`src/rtl/link_sched_pkg.sv`:
```
// Shared types and constants for the UART link scheduler.
// Contents: FSM/beacon encodings, mode codes, frame layout, moving-source selector.
package link_sched_pkg;

    localparam int unsigned MOVE_W  = 4;
    localparam int unsigned DET_W   = 4;
    localparam int unsigned FRAME_W = 8;

    typedef enum logic [1:0] {
        ST_IDLE = 2'd0,
        ST_LOAD = 2'd1,
        ST_SEND = 2'd2,
        ST_WAIT = 2'd3
    } sched_state_t;

    typedef enum logic [1:0] {
        BCN_NONE    = 2'd0,
        BCN_PLACE   = 2'd1,
        BCN_DESTROY = 2'd2
    } bcn_kind_t;

    localparam logic [1:0] MODE_MANUAL = 2'b00;
    localparam logic [1:0] MODE_SEMI_A = 2'b01;
    localparam logic [1:0] MODE_SEMI_B = 2'b10;
    localparam logic [1:0] MODE_AUTO   = 2'b11;

    localparam logic [1:0]         FRAME_HDR    = 2'b10;
    localparam logic [DET_W-1:0]   DET_FAILSAFE = 4'b1111;
    localparam logic [FRAME_W-1:0] FRAME_RESET  = 8'h80;

    // Frame byte sent to the car: {hdr, destroy, place, moving}
    typedef struct packed {
        logic [1:0]        hdr;
        logic              de;
        logic              pl;
        logic [MOVE_W-1:0] moving;
    } frame_t;

    // Moving request owned by the current mode; engine off forces a stop
    function automatic logic [MOVE_W-1:0] select_moving(
        input logic [1:0]        gs,
        input logic              power,
        input logic [MOVE_W-1:0] mv_manual,
        input logic [MOVE_W-1:0] mv_semi,
        input logic [MOVE_W-1:0] mv_auto
    );
        logic [MOVE_W-1:0] mv;
        case (gs)
            MODE_MANUAL:              mv = mv_manual;
            MODE_SEMI_A, MODE_SEMI_B: mv = mv_semi;
            MODE_AUTO:                mv = mv_auto;
            default:                  mv = '0;
        endcase
        return power ? mv : '0;
    endfunction

endpackage

```
`src/rtl/link_sched_beacon.sv`:
```
// Beacon place/destroy request tracker: pending flags, one active kind, hold count.
// Ports: clk, rst_n, enable (auto mode; low discards pending), frame_load (LOAD cycle),
//        frame_sent (byte handshake), pl_req/de_req pulses, pl_bit_c/de_bit_c
//        (bits for the frame being built), busy (registered: active or pending).
module link_sched_beacon
    import link_sched_pkg::*;
#(
    parameter int unsigned HOLD_FRAMES = 4
) (
    input  logic clk,
    input  logic rst_n,
    input  logic enable,
    input  logic frame_load,
    input  logic frame_sent,
    input  logic pl_req,
    input  logic de_req,
    output logic pl_bit_c,
    output logic de_bit_c,
    output logic busy
);

    localparam int unsigned HOLD_W = $clog2(HOLD_FRAMES + 1);

    bcn_kind_t         kind_q, kind_ld, kind_d;
    logic [HOLD_W-1:0] hold_q, hold_d;
    logic              pl_pend_q, pl_pend_d;
    logic              de_pend_q, de_pend_d;

    // Load promotes pending to active (place has priority), send counts down
    always_comb begin
        kind_ld   = kind_q;
        hold_d    = hold_q;
        pl_pend_d = pl_pend_q;
        de_pend_d = de_pend_q;

        if (frame_load) begin
            if (pl_pend_q && (kind_q != BCN_DESTROY)) begin
                kind_ld   = BCN_PLACE;
                hold_d    = HOLD_W'(HOLD_FRAMES);
                pl_pend_d = 1'b0;
            end else if (de_pend_q && (kind_q != BCN_PLACE)) begin
                kind_ld   = BCN_DESTROY;
                hold_d    = HOLD_W'(HOLD_FRAMES);
                de_pend_d = 1'b0;
            end
        end

        kind_d = kind_ld;
        if (frame_sent && (kind_ld != BCN_NONE)) begin
            if (hold_d <= HOLD_W'(1)) begin
                kind_d = BCN_NONE;
                hold_d = '0;
            end else begin
                hold_d = hold_d - HOLD_W'(1);
            end
        end

        // New pulses land after the load decision so they wait for the next frame
        if (enable) begin
            pl_pend_d = pl_pend_d | pl_req;
            de_pend_d = de_pend_d | de_req;
        end else begin
            pl_pend_d = 1'b0;
            de_pend_d = 1'b0;
        end
    end

    assign pl_bit_c = (kind_ld == BCN_PLACE);
    assign de_bit_c = (kind_ld == BCN_DESTROY);

    always_ff @(posedge clk or negedge rst_n) begin
        if (!rst_n) begin
            kind_q    <= BCN_NONE;
            hold_q    <= '0;
            pl_pend_q <= 1'b0;
            de_pend_q <= 1'b0;
            busy      <= 1'b0;
        end else begin
            kind_q    <= kind_d;
            hold_q    <= hold_d;
            pl_pend_q <= pl_pend_d;
            de_pend_q <= de_pend_d;
            busy      <= (kind_d != BCN_NONE) | pl_pend_d | de_pend_d;
        end
    end

endmodule

```
`src/rtl/link_scheduler.sv`:
```
// UART link sequencer to the simulated car: one frame per period, reply capture, watchdog.
// Ports: sys_clk, rst_n, global_state, power, mv_manual/semi/auto, pl/de_beacon_req,
//        tx_data/tx_valid/tx_ready (UART tx handshake), rx_data/rx_valid (replies),
//        detector, link_ok, beacon_busy.
// Option: LINK_SCHED_EARLY_TX_EN sends a changed moving value early after MIN_GAP_CYC.
module link_scheduler
    import link_sched_pkg::*;
#(
    parameter int unsigned FRAME_PERIOD_CYC   = 100_000,
    parameter int unsigned BEACON_HOLD_FRAMES = 4,
    parameter int unsigned RX_TIMEOUT_FRAMES  = 8,
    parameter int unsigned MIN_GAP_CYC        = 16
) (
    input  logic               sys_clk,
    input  logic               rst_n,
    input  logic [1:0]         global_state,
    input  logic               power,
    input  logic [MOVE_W-1:0]  mv_manual,
    input  logic [MOVE_W-1:0]  mv_semi,
    input  logic [MOVE_W-1:0]  mv_auto,
    input  logic               pl_beacon_req,
    input  logic               de_beacon_req,
    output logic [FRAME_W-1:0] tx_data,
    output logic               tx_valid,
    input  logic               tx_ready,
    input  logic [7:0]         rx_data,
    input  logic               rx_valid,
    output logic [DET_W-1:0]   detector,
    output logic               link_ok,
    output logic               beacon_busy
);

    localparam int unsigned PER_W = $clog2(FRAME_PERIOD_CYC);
    localparam int unsigned WD_W  = $clog2(RX_TIMEOUT_FRAMES + 1);
    localparam logic [PER_W-1:0] PER_LAST = PER_W'(FRAME_PERIOD_CYC - 1);

    sched_state_t       state_q, state_d;
    logic [PER_W-1:0]   per_q, per_d;
    logic [WD_W-1:0]    wd_q, wd_d;
    logic [FRAME_W-1:0] tx_data_d;
    logic               tx_valid_d;
    logic [DET_W-1:0]   detector_d;
    logic               link_ok_d;
    logic [MOVE_W-1:0]  sel_mv_c;
    logic               frame_load_c;
    logic               handshake_c;
    logic               auto_c;
    logic               pl_bit_c, de_bit_c;
    frame_t             frame_c;
    logic               unused_rx_hi;

`ifdef LINK_SCHED_EARLY_TX_EN
    localparam int unsigned GAP_W = $clog2(MIN_GAP_CYC + 1);
    logic [GAP_W-1:0]  gap_q, gap_d;
    logic [MOVE_W-1:0] last_mv_q, last_mv_d;
`else
    localparam int unsigned unused_min_gap = MIN_GAP_CYC;
`endif

    assign unused_rx_hi = ^rx_data[7:4];
    assign sel_mv_c     = select_moving(global_state, power, mv_manual, mv_semi, mv_auto);
    assign frame_load_c = (state_q == ST_LOAD);
    assign handshake_c  = tx_valid & tx_ready;
    assign auto_c       = (global_state == MODE_AUTO);

    link_sched_beacon #(
        .HOLD_FRAMES (BEACON_HOLD_FRAMES)
    ) u_beacon (
        .clk        (sys_clk),
        .rst_n      (rst_n),
        .enable     (auto_c),
        .frame_load (frame_load_c),
        .frame_sent (handshake_c),
        .pl_req     (pl_beacon_req),
        .de_req     (de_beacon_req),
        .pl_bit_c   (pl_bit_c),
        .de_bit_c   (de_bit_c),
        .busy       (beacon_busy)
    );

    // Next-state, frame build, period counter and reply watchdog
    always_comb begin
        state_d    = state_q;
        per_d      = (per_q >= PER_LAST) ? PER_LAST : per_q + PER_W'(1);
        wd_d       = wd_q;
        tx_data_d  = tx_data;
        tx_valid_d = tx_valid;
        detector_d = detector;
        link_ok_d  = link_ok;

        frame_c.hdr    = FRAME_HDR;
        frame_c.de     = auto_c & de_bit_c;
        frame_c.pl     = auto_c & pl_bit_c;
        frame_c.moving = sel_mv_c;

`ifdef LINK_SCHED_EARLY_TX_EN
        gap_d     = (gap_q >= GAP_W'(MIN_GAP_CYC)) ? gap_q : gap_q + GAP_W'(1);
        last_mv_d = last_mv_q;
        if (handshake_c) begin
            gap_d = GAP_W'(1);
        end
        if (frame_load_c) begin
            last_mv_d = sel_mv_c;
        end
`endif

        case (state_q)
            ST_IDLE: state_d = ST_LOAD;
            ST_LOAD: begin
                tx_data_d  = frame_c;
                tx_valid_d = 1'b1;
                state_d    = ST_SEND;
            end
            ST_SEND: begin
                if (tx_ready) begin
                    tx_valid_d = 1'b0;
                    // A late handshake starts the next frame right away
                    state_d    = (per_q >= PER_LAST) ? ST_LOAD : ST_WAIT;
                end
            end
            ST_WAIT: begin
                if (per_q >= PER_LAST) begin
                    state_d = ST_LOAD;
                end
`ifdef LINK_SCHED_EARLY_TX_EN
                else if ((sel_mv_c != last_mv_q) && (gap_q >= GAP_W'(MIN_GAP_CYC))) begin
                    state_d = ST_LOAD;
                end
`endif
            end
            default: state_d = ST_IDLE;
        endcase

        // Period is measured from the LOAD cycle (count 0)
        if (state_d == ST_LOAD) begin
            per_d = '0;
        end

        // A reply on the timeout cycle keeps the link up
        if (rx_valid) begin
            detector_d = rx_data[DET_W-1:0];
            link_ok_d  = 1'b1;
            wd_d       = '0;
        end else if (frame_load_c) begin
            if (wd_q >= WD_W'(RX_TIMEOUT_FRAMES - 1)) begin
                wd_d       = WD_W'(RX_TIMEOUT_FRAMES);
                link_ok_d  = 1'b0;
                detector_d = DET_FAILSAFE;
            end else begin
                wd_d = wd_q + WD_W'(1);
            end
        end
    end

    always_ff @(posedge sys_clk or negedge rst_n) begin
        if (!rst_n) begin
            state_q   <= ST_IDLE;
            per_q     <= '0;
            wd_q      <= '0;
            tx_data   <= FRAME_RESET;
            tx_valid  <= 1'b0;
            detector  <= DET_FAILSAFE;
            link_ok   <= 1'b0;
`ifdef LINK_SCHED_EARLY_TX_EN
            gap_q     <= '0;
            last_mv_q <= '0;
`endif
        end else begin
            state_q   <= state_d;
            per_q     <= per_d;
            wd_q      <= wd_d;
            tx_data   <= tx_data_d;
            tx_valid  <= tx_valid_d;
            detector  <= detector_d;
            link_ok   <= link_ok_d;
`ifdef LINK_SCHED_EARLY_TX_EN
            gap_q     <= gap_d;
            last_mv_q <= last_mv_d;
`endif
        end
    end

endmodule
```
`config.mk`:
```
export PLATFORM = sky130hd
export DESIGN_NAME = link_scheduler
export DESIGN_NICKNAME = d
export VERILOG_FILES = /design/src/rtl/link_sched_pkg.sv /design/src/rtl/link_sched_beacon.sv /design/src/rtl/link_scheduler.sv
export SDC_FILE = /design/constraint.sdc
export NUM_CORES = 1
export LEC_CHECK = 0
export ABC_AREA = 1
export CORE_MARGIN = 10
export CORE_UTILIZATION = 57
export DETAILED_ROUTE_END_ITERATION = 10
export GPL_TIMING_DRIVEN = 1
export HOLD_SLACK_MARGIN = 0.12
export PLACE_DENSITY = 0.85
export SLEW_MARGIN = 20
export SYNTH_ARGS = -nofsm -noshare
export SYNTH_HDL_FRONTEND = slang
export SYNTH_HIERARCHICAL = 1
export SYNTH_SLANG_ARGS = --single-unit
```
`constraint.sdc`:
```
create_clock -name sys_clk -period 2.9 [get_ports sys_clk]
set_clock_uncertainty 0.2 [all_clocks]
set_input_delay 0.58 -clock sys_clk [delete_from_list [all_inputs] [get_ports sys_clk]]
set_output_delay 0.58 -clock sys_clk [all_outputs]
set_load 0.005 [all_outputs]
```
After elaboration in Yosys (flattened, before gate mapping)
Cells that the tools add are included.
{"block": "classes", "n_addsub": 3, "n_lt_le_gt_ge": 3, "eq_ne": 12, "muxes": 36, "bitwise_logic": 7, "reduce_logical": 13}
{"operator": "$mux W17", "count": 2}
{"operator": "$mux W4", "count": 7}
{"operator": "$add A17 B1 Y17 const B", "count": 1}
{"operator": "$ge A17 B17 Y1 const B", "count": 1}
{"operator": "$mux W2", "count": 8}
{"operator": "$mux W3", "count": 5}
{"operator": "$pmux W4 S3", "count": 1}
{"operator": "$mux W1", "count": 11}
{"operator": "$eq A2 B2 Y1 const B", "count": 5}
{"operator": "$reduce_bool A2 Y1", "count": 5}
{"operator": "$eq A2 B1 Y1 const B", "count": 4}
{"operator": "$pmux W2 S4", "count": 1}
{"operator": "$add A4 B1 Y4 const B", "count": 1}
{"operator": "$ge A4 B3 Y1 const B", "count": 1}
{"operator": "$logic_not A2 Y1", "count": 2}
{"operator": "$ne A2 B2 Y1 const B", "count": 2}
{"operator": "$or A1 B1 Y1", "count": 4}
{"operator": "$reduce_and A2 Y1", "count": 2}
{"operator": "$and A1 B1 Y1", "count": 3}
{"operator": "$le A3 B1 Y1 const B", "count": 1}
{"operator": "$logic_and A1 B1 Y1", "count": 3}
{"operator": "$sub A3 B1 Y3 const B", "count": 1}
{"operator": "$ne A2 B1 Y1 const B", "count": 1}
{"operator": "$pmux W1 S2", "count": 1}
{"operator": "$reduce_or A2 Y1", "count": 1}
{"block": "word_totals", "ff_bits": 43, "inputBits": 29, "output_inout_bits": 15, "word_cells": 86}

Depth between registers and ports, before layout
Gate-level depths: netlist of run 1.
{"block": "logic_depth", "word_depth": 11, "ltp_mapped": 13, "depth_no_buf": 13}

Hierarchy
Netlist of run 1, hierarchy kept.
{"module": "link_scheduler", "instances": 1, "cells_each": 259, "area_each_um2": 2028.2}
{"module": "link_sched_beacon", "instances": 1, "cells_each": 61, "area_each_um2": 475.5}

Worst setup path after synthesis of run 1
Ideal clock, no wire load.
{"block": "synth_timing", "path_type": "reg-to-reg", "start": "register state_q[1]", "end": "register u_beacon.busy", "setup_time_ps": 117, "arrival_time_ps": 1507, "t_required_ps": 2583, "setup_slack_ps": 1076, "path_stages_with_launch": 14, "period_less_slack_ps": 1824, "path_cell_list": "dfrtp_1 > inv_1 > nand2_1 > inv_2 > nand3_4 > nand2_2 > nor2_2 > inv_2 > ha_1 > inv_1 > o2111ai_1 > nand3_1 > nand2_1 > nand2_1"}
{"block": "synth_between", "elab_chain_cells": 8, "word_cells_on_any_way": 17, "classes_between": "order compare: 1; eq/ne: 1; mux: 8; bitwise: 4; reduce/logical: 3"}
{"element": "start, declared", "line_no": "link_scheduler.sv:37", "source": "sched_state_t state_q, state_d;"}
{"element": "start signal, assigned", "line_no": "link_scheduler.sv:169", "source": "state_q <= state_d;"}
{"element": "$eq A2 B1 Y1 (*)", "line_no": "link_scheduler.sv:62", "source": "assign frame_load_c = (state_q == ST_LOAD);"}
{"element": "named net frame_load_c", "line_no": "link_scheduler.sv:45", "source": "logic frame_load_c;"}
{"element": "$mux W3 / $mux W2 (equally long branches)", "line_no": "link_sched_beacon.sv:36", "source": "if (frame_load) begin"}
{"element": "$le A3 B1 Y1 / $reduce_bool A2 Y1 (equally long branches)", "line_no": "link_sched_beacon.sv:50, link_sched_beacon.sv:49"}
{"element": "$mux W2 / $logic_and A1 B1 Y1 (equally long branches)", "line_no": "link_sched_beacon.sv:50, link_sched_beacon.sv:49"}
{"element": "$mux W2", "line_no": "link_sched_beacon.sv:49", "source": "if (frame_sent && (kind_ld != BCN_NONE)) begin"}
{"element": "$reduce_bool A2 Y1", "line_no": "link_sched_beacon.sv:83", "source": "busy <= (kind_d != BCN_NONE) | pl_pend_d | de_pend_d;"}
{"element": "$or A1 B1 Y1", "line_no": "link_sched_beacon.sv:83"}
{"element": "$or A1 B1 Y1 (*)", "line_no": "link_sched_beacon.sv:83"}
{"element": "end signal, assigned", "line_no": "link_sched_beacon.sv:83"}
{"element": "end, declared", "line_no": "link_sched_beacon.sv:19", "source": "output logic busy"}
Mark *: on every way through the listed nets, which the timed path passes. The rest lies on a longest branch.
A chain may end at the register's enable or synchronous reset.

Final worst setup path of run 1
{"block": "layout_timing", "start": "register state_q[1]", "end": "register u_beacon.kind_q[0]"}
{"block": "layout_between", "elab_chain_cells": 5, "word_cells_on_any_way": 8, "classes_between": "order compare: 1; eq/ne: 1; mux: 4; reduce/logical: 2"}
{"element": "$eq A2 B1 Y1 (*)", "line_no": "link_scheduler.sv:62"}
{"element": "named net frame_load_c", "line_no": "link_scheduler.sv:45"}
{"element": "$mux W3 / $mux W2 (equally long branches)", "line_no": "link_sched_beacon.sv:36"}
{"element": "$le A3 B1 Y1 / $reduce_bool A2 Y1 (equally long branches)", "line_no": "link_sched_beacon.sv:50, link_sched_beacon.sv:49"}
{"element": "$mux W2 / $logic_and A1 B1 Y1 (equally long branches)", "line_no": "link_sched_beacon.sv:50, link_sched_beacon.sv:49"}
{"element": "$mux W2 (*)", "line_no": "link_sched_beacon.sv:49"}
{"element": "named net u_beacon.kind_d[0]", "line_no": "link_sched_beacon.sv:24", "source": "bcn_kind_t kind_q, kind_ld, kind_d;"}
{"element": "end signal, assigned", "line_no": "link_sched_beacon.sv:79", "source": "kind_q <= kind_d;"}
{"element": "end, declared", "line_no": "link_sched_beacon.sv:24"}
Marked as above.

==> results.cfg, run 1 <==
[place]
place_congestion = 0.895
port_buffers = 37
placedCellCount = 404
dp_hpwl_mm = 4.04
place_area_um2 = 2900

[finish]
num_antenna_cells = 0
final_cell_area_um2 = 2990
layout-drive-gt1-share_pct = 11.4
regArea_um2 = 1080
instances_no_fill = 412
area_delta_synth_final_pct = 19.3
nNetsFinal = 393
multiInputGateArea_um2 = 1200
fillers = 360

[sta]
tightest_slew_ps = 930
fmax_mhz = 415
finalHoldViolCount = 0
min_period_over_period_pct = 83.1
period_needed_ps = 2410
rsz0062_at_grt = false
setup-violations-final = 0
slew_violations = 0
tns_ps = 0
maxSlewHeadroom_pct = 38.0

[outcome]
status = completed

[clock_tree]
ctsHoldBuffers = 0
cts_max_path_buffers = 2
cts_tree = built
root_buffer = clkbuf_8
cts.sinks = 43
numCtsBuffers = 5
clk_pin_slew_ps = 80
cts-resized-gates = 0
cts_max_level = 2
worstSkewPairLatency_ps = 300
post-cts-setup-buffer-count = 0

[setup_path]
crit_slowest_cell = dfrtp_1
crit_arrival_ps = 2440
slowest_delay_ps = 440
cp.required_ps = 2930
critPathLaunchType = flip-flop
worstPathMaxFanout = 12
cpMostUsedCell = inv_1
path_cells = inv_1 > nand2_1 > inv_2 > nand3_4 > nand3_1 > inv_1 > ha_1 > inv_1 > o2111ai_1 > nand3_1 > nand2_1 > inv_1
startpoint = state_q[1]
endpoint_kind = flip-flop
path_delay_family = simple AND/OR/NAND/NOR gates
critical_path_buf_inv_count = 5
rr_startpoint = state_q[1]
worstSetupPathType = flip-flop to flip-flop

[yosys]
netlist_area_um2 = 2500
avgSynthCellArea_um2 = 7.82
synth_top_area_share_pct = 39.0
synth_top_cell_by_area = dfrtp_1
netlist_top_cells_area = dfrtp_1, nand2_1, inv_1, nor2_1, dfstp_2
synthFlopType = dfrtp_1
syn_nets = 354
yosys_warnings = 6
synth_cells = 320
seq_area_frac_synth_pct = 43.2
synthDistinctLibCells = 35
synth_edf_count = 0
synth-async-reset-ratio_pct = 100
synth-seq-cells = 43

[pwr]
p_comb_share_pct = 18.6
switching_power_mw = 0.343
power.leakage_nw = 1.52
total_power_mw = 1.31
seqPwrFrac_pct = 51.6
power_density_nw_per_um2 = 437
clkPwrFrac_pct = 29.8
p_int_mw = 0.962
switching_share_pct = 26.3
peakVddDrop_mv = 0.293

[drt]
avgRoutedWirePerCell_um = 12.8
drtIter0Drc = 118
dr.pass1.iters = 4
drc = 0
antenna_left = 0
viasPerCell = 5.11
vias = 2104
drt_wl_total_mm = 5.29

[grt]
grt_antenna_before_repair = 0
grt_use_total_pct = 14.8
grt_pass1_wl_mm = 9.27
grt_pass1_vias = 2152
grt_overflow = 0
grt_start_max_net_pins = 44

[die]
core_area_um2 = 4290
ios = 44
rows = 24
die_height_um = 86.3
dieArea_um2 = 7440
die_w_um = 86.3
initial_utilization_pct = 58.3

[run]
maxCapViolCount = 0

[hold_path]
hp-class = input pin to asynchronous set/reset pin
## per-stage QoR
stage / hold slack, ps / util, % / setup slack, ps
final: 219 / 69.6 / 491
after global routing: 277 / 69.6 / 233
after CTS: 252 / 69.6 / 482
after detailed placement: 264 / 67.4 / 488
after global placement: 256 / 67.4 / 611
after floorplan: 84.4 / - / 1080
## power groups by stage
stage,Sequential (mW),Clock [mW],Combinational (mW)
finish,0.673,0.389,0.243
global route,0.679,0.425,0.276
CTS,0.673,0.401,0.248
detailed placement,0.684,0,0.248
global placement,0.682,0,0.236
floorplan,0.681,0,0.140
## cells in the final DEF (no fill, tap or decap), types with 2 or more instances in the layout
cell             Yosys  final
a21oi_1             17     17
a21oi_2              9      9
a22o_1               4      4
clkbuf_8             0      6
clkdlybuf4s50_1      0     36
conb_1               2      2
dfrtp_1             39     39
dfstp_2              4      4
ha_1                 5      5
inv_1               44     44
inv_2                4      4
nand2_1             84     84
nand2_2              5      5
nand3_1             15     15
nand3_2              2      2
nand3_4              2      2
nand3b_1             2      2
nand4_1              4      4
nor2_1              35     35
nor2_2               4      4
o21ai_0             12     12
o21bai_1             2      2
o22a_1               4      4
xor2_1               6      6
## kinds of logic after synthesis
group	Yosys count	synth area share, %
xor gates and xnor gates	7	2.45
buffers and inverters	54	8.90
and+or+nand+nor	155	28.2
DFF	43	43.2
AOI/OAI and AO/OA	54	14.5
other	2	0.300
adders and majority gates	5	2.50
## cell type report
class                           count  share of cell area, %
Timing Repair Buffer               37                   12.2
Inverter                           49                   6.16
Sequential cell                    43                   36.2
Tap cell                           52                   2.18
Multi-Input combinational cell    223                   40.2
Clock buffer                        7                   2.89
Clock inverter                      1                  0.168
## worst paths after layout
kind / slack, ps / endpoint / cells past startpoint
worst max-delay path: 490 / u_beacon/kind_q[0] / 12
worst min-delay path: 220 / per_q[4] / 1
worst max register to register: 490 / u_beacon/kind_q[0] / 12
worst min register to register: 290 / tx_data[1] / 2
max in group asynchronous: 1690 / u_beacon/hold_q[1] / 1
min in group sys_clk: 290 / tx_data[1] / 2
## layer usage
| layer | vias up | GRT usage (%) | routed length (um) |
|---|---|---|---|
| li1 | 1098 | - | - |
| met1 | 945 | 17.0 | 2320 |
| met2 | 55 | 25.2 | 2560 |
| met3 | 6 | 5.72 | 367 |
| met4 | 0 | 3.98 | 48 |
| met5 | - | 0 | 0 |
## Yosys cell counts, types with 3 or more instances
library cell  count
dfrtp_1          39
nor2_2            4
a22o_1            4
nand2_2           5
nand4_1           4
nand3_1          15
a21oi_2           9
o21ai_0          12
nor2_1           35
o22a_1            4
a21oi_1          17
xor2_1            6
dfstp_2           4
nand2_1          84
inv_2             4
ha_1              5
inv_1            44
buf_4             3
## state kept, by name, indices dropped and copies added (netlist names)
name	count
u_beacon/busy	1
state_q	2
link_ok	1
tx_data	6
u_beacon/kind_q	2
detector	4
u_beacon/pl_pend_q	1
wd_q	4
per_q	17
u_beacon/de_pend_q	1
u_beacon/hold_q	3
tx_valid	1
No activity file was read; power rests on OpenSTA's default activity.
==> inputs of run 2 (changes only) <==
Settings changed: CORE_UTILIZATION 57 to 48, PLACE_DENSITY 0.85 to 0.77.
Clock period 2.9 ns to 2.04 ns, I/O delays scaled along.
==> run 2 against run 1 <==
Net effect: worst hold slack better by 67 ps; clock power up 30%; critical path depth down 11.
==> results.cfg, run 2 (synthesis gave the netlist of run 1 again) <==
[die]
initial_utilization_pct = 49.3
die_height_um = 92.2
ios = 44
dieArea_um2 = 8500
die_w_um = 92.2
rows = 26
core_area_um2 = 5070

[finish]
largest_reg_flops = 17
layout_common_cells = nand2_1, inv_1, dfrtp_1
layout-drive-gt1-share_pct = 13.1
num_antenna_cells = 0
reg_top3 = per_q: 17 flops, tx_data: 6 flops
largest_register = per_q
area_delta_synth_final_pct = 23.4
nNetsFinal = 400
fillers = 472
final_common_cell = nand2_1

[drt]
avgRoutedWirePerCell_um = 11.9
drtIter0Drc = 88
dr.pass1.iters = 5
viasPerCell = 4.88
drc = 0
drt_wl_total_mm = 5.18
vias = 2133
antenna_left = 0

[pwr]
power_density_nw_per_um2 = 590
switching_share_pct = 26.2
clkPwrFrac_pct = 27.7
seqPwrFrac_pct = 52.6
power.leakage_nw = 1.56
peakVddDrop_mv = 0.457
p_int_mw = 1.34
switching_power_mw = 0.478
p_comb_share_pct = 19.7

[clock_tree]
worstSkewPairLatency_ps = 290
cts.sinks = 43
clk_pin_slew_ps = 70
cts_tree = built
cts_max_level = 2
root_buffer = clkbuf_8
cts_max_path_buffers = 2
numCtsBuffers = 5

[sta]
tns_ps = 0
setup-violations-final = 0
rsz0062_at_grt = false
finalHoldViolCount = 0
fmax_mhz = 519
period_needed_ps = 1930
slew_violations = 0
setup_slack_ps = 114
min_period_over_period_pct = 94.4
holdWs_ps = 286

[setup_path]
endpoint_kind = output port
worstSetupPathType = flip-flop to output port
slowest_delay_ps = 530
worstPathMaxFanout = 2
critical_path_buf_inv_count = 1
critPathLaunchType = flip-flop
cp.required_ps = 1430
path_cells = clkdlybuf4s50_1
rrSetupSlack_ps = 150
path_delay_family = flip-flops
crit_slowest_cell = dfstp_2
crit_arrival_ps = 1320

[hold_path]
hp-class = flip-flop to flip-flop

[grt]
grt_pass1_vias = 2278
grt_use_total_pct = 13.3
grt_pass1_wl_mm = 9.63
grt_antenna_before_repair = 0
grt_overflow = 0
grt_start_max_net_pins = 27

[run]
maxCapViolCount = 0

[outcome]
status = completed

[place]
dp_slack_ps = -16.7
place_congestion = 0.940
dp_hpwl_mm = 4.04
port_buffers = 37
-- run 2: cell types whose count changed in the layout (fill, tap and decap cells not counted), sizes merged --
| cell | change |
|---|---|
| buf | +6 |
| dlygate4sd3 | +1 |
-- run 2: stage by stage --
stage                     utilization, %  cells  instance area, um2  power (mW)
after detailed placement            58.7    427                2980        1.33
after floorplan                        -    320                2500        1.17
after global placement              58.7    427                2980        1.31
final                               60.9    437                3090        1.82
after global routing                60.9    437                3090        1.94
after CTS                           60.5    436                3070        1.85
-- run 2: worst paths after layout --
check | to | from | cells after the start
worst min-delay path | tx_data[2] | tx_data[2] | 2
worst min register to register | tx_data[2] | tx_data[2] | 2
max in group asynchronous | detector[3] | rst_n | 3
worst max-delay path | detector[2] | detector[2] | 1
min in group asynchronous | tx_data[1] | rst_n | 2
worst max register to register | u_beacon/hold_q[1] | u_beacon/kind_q[1] | 12
-- run 2: layout make-up --
type	instances	area, um2	share of cell area (%)
Tap cell	70	87.6	2.84
Inverter	49	186	6.03
Sequential cell	43	1080	35.0
Clock inverter	1	5.00	0.162
Clock buffer	7	76.3	2.47
Multi-Input combinational cell	223	1210	39.1
Timing Repair Buffer	44	445	14.4
-- run 2: worst min-delay path, cell delays in order, from the launching register on --
cell     delay (ps)
dfrtp_1         350
nand2_1          50
nand2_1          50
-- run 2: power by group through the flow --
stage          Combinational [mW]  Sequential [mW]  Clock, mW
6_report                    0.360            0.959      0.504
5_1_grt                     0.411            0.967      0.562
4_1_cts                     0.357            0.957      0.531
3_5_place_dp                0.356            0.971          0
3_3_place_gp                0.340            0.970          0
2_1_floorplan               0.198            0.969          0
-- run 2: per-layer routing --
layer  wire length [um]  part of all wire, %  up-vias  track usage, %
li1                   -                    -     1102               -
met1               2230                   43      980            14.7
met2               2490                   48       46            22.8
met3                408                  7.9        5            5.62
met4                 50                 0.96        0            3.47
met5                  0                    0        -               0
-- run 2: what timing repair did --
action | 4_1_cts | 5_1_grt
hold buffers | 1 | 0
endpoints found under the setup margin | 0 | 5
setup buffers | 0 | 1
hold endpoints to repair | 15 | 0
resized for setup | 0 | 3
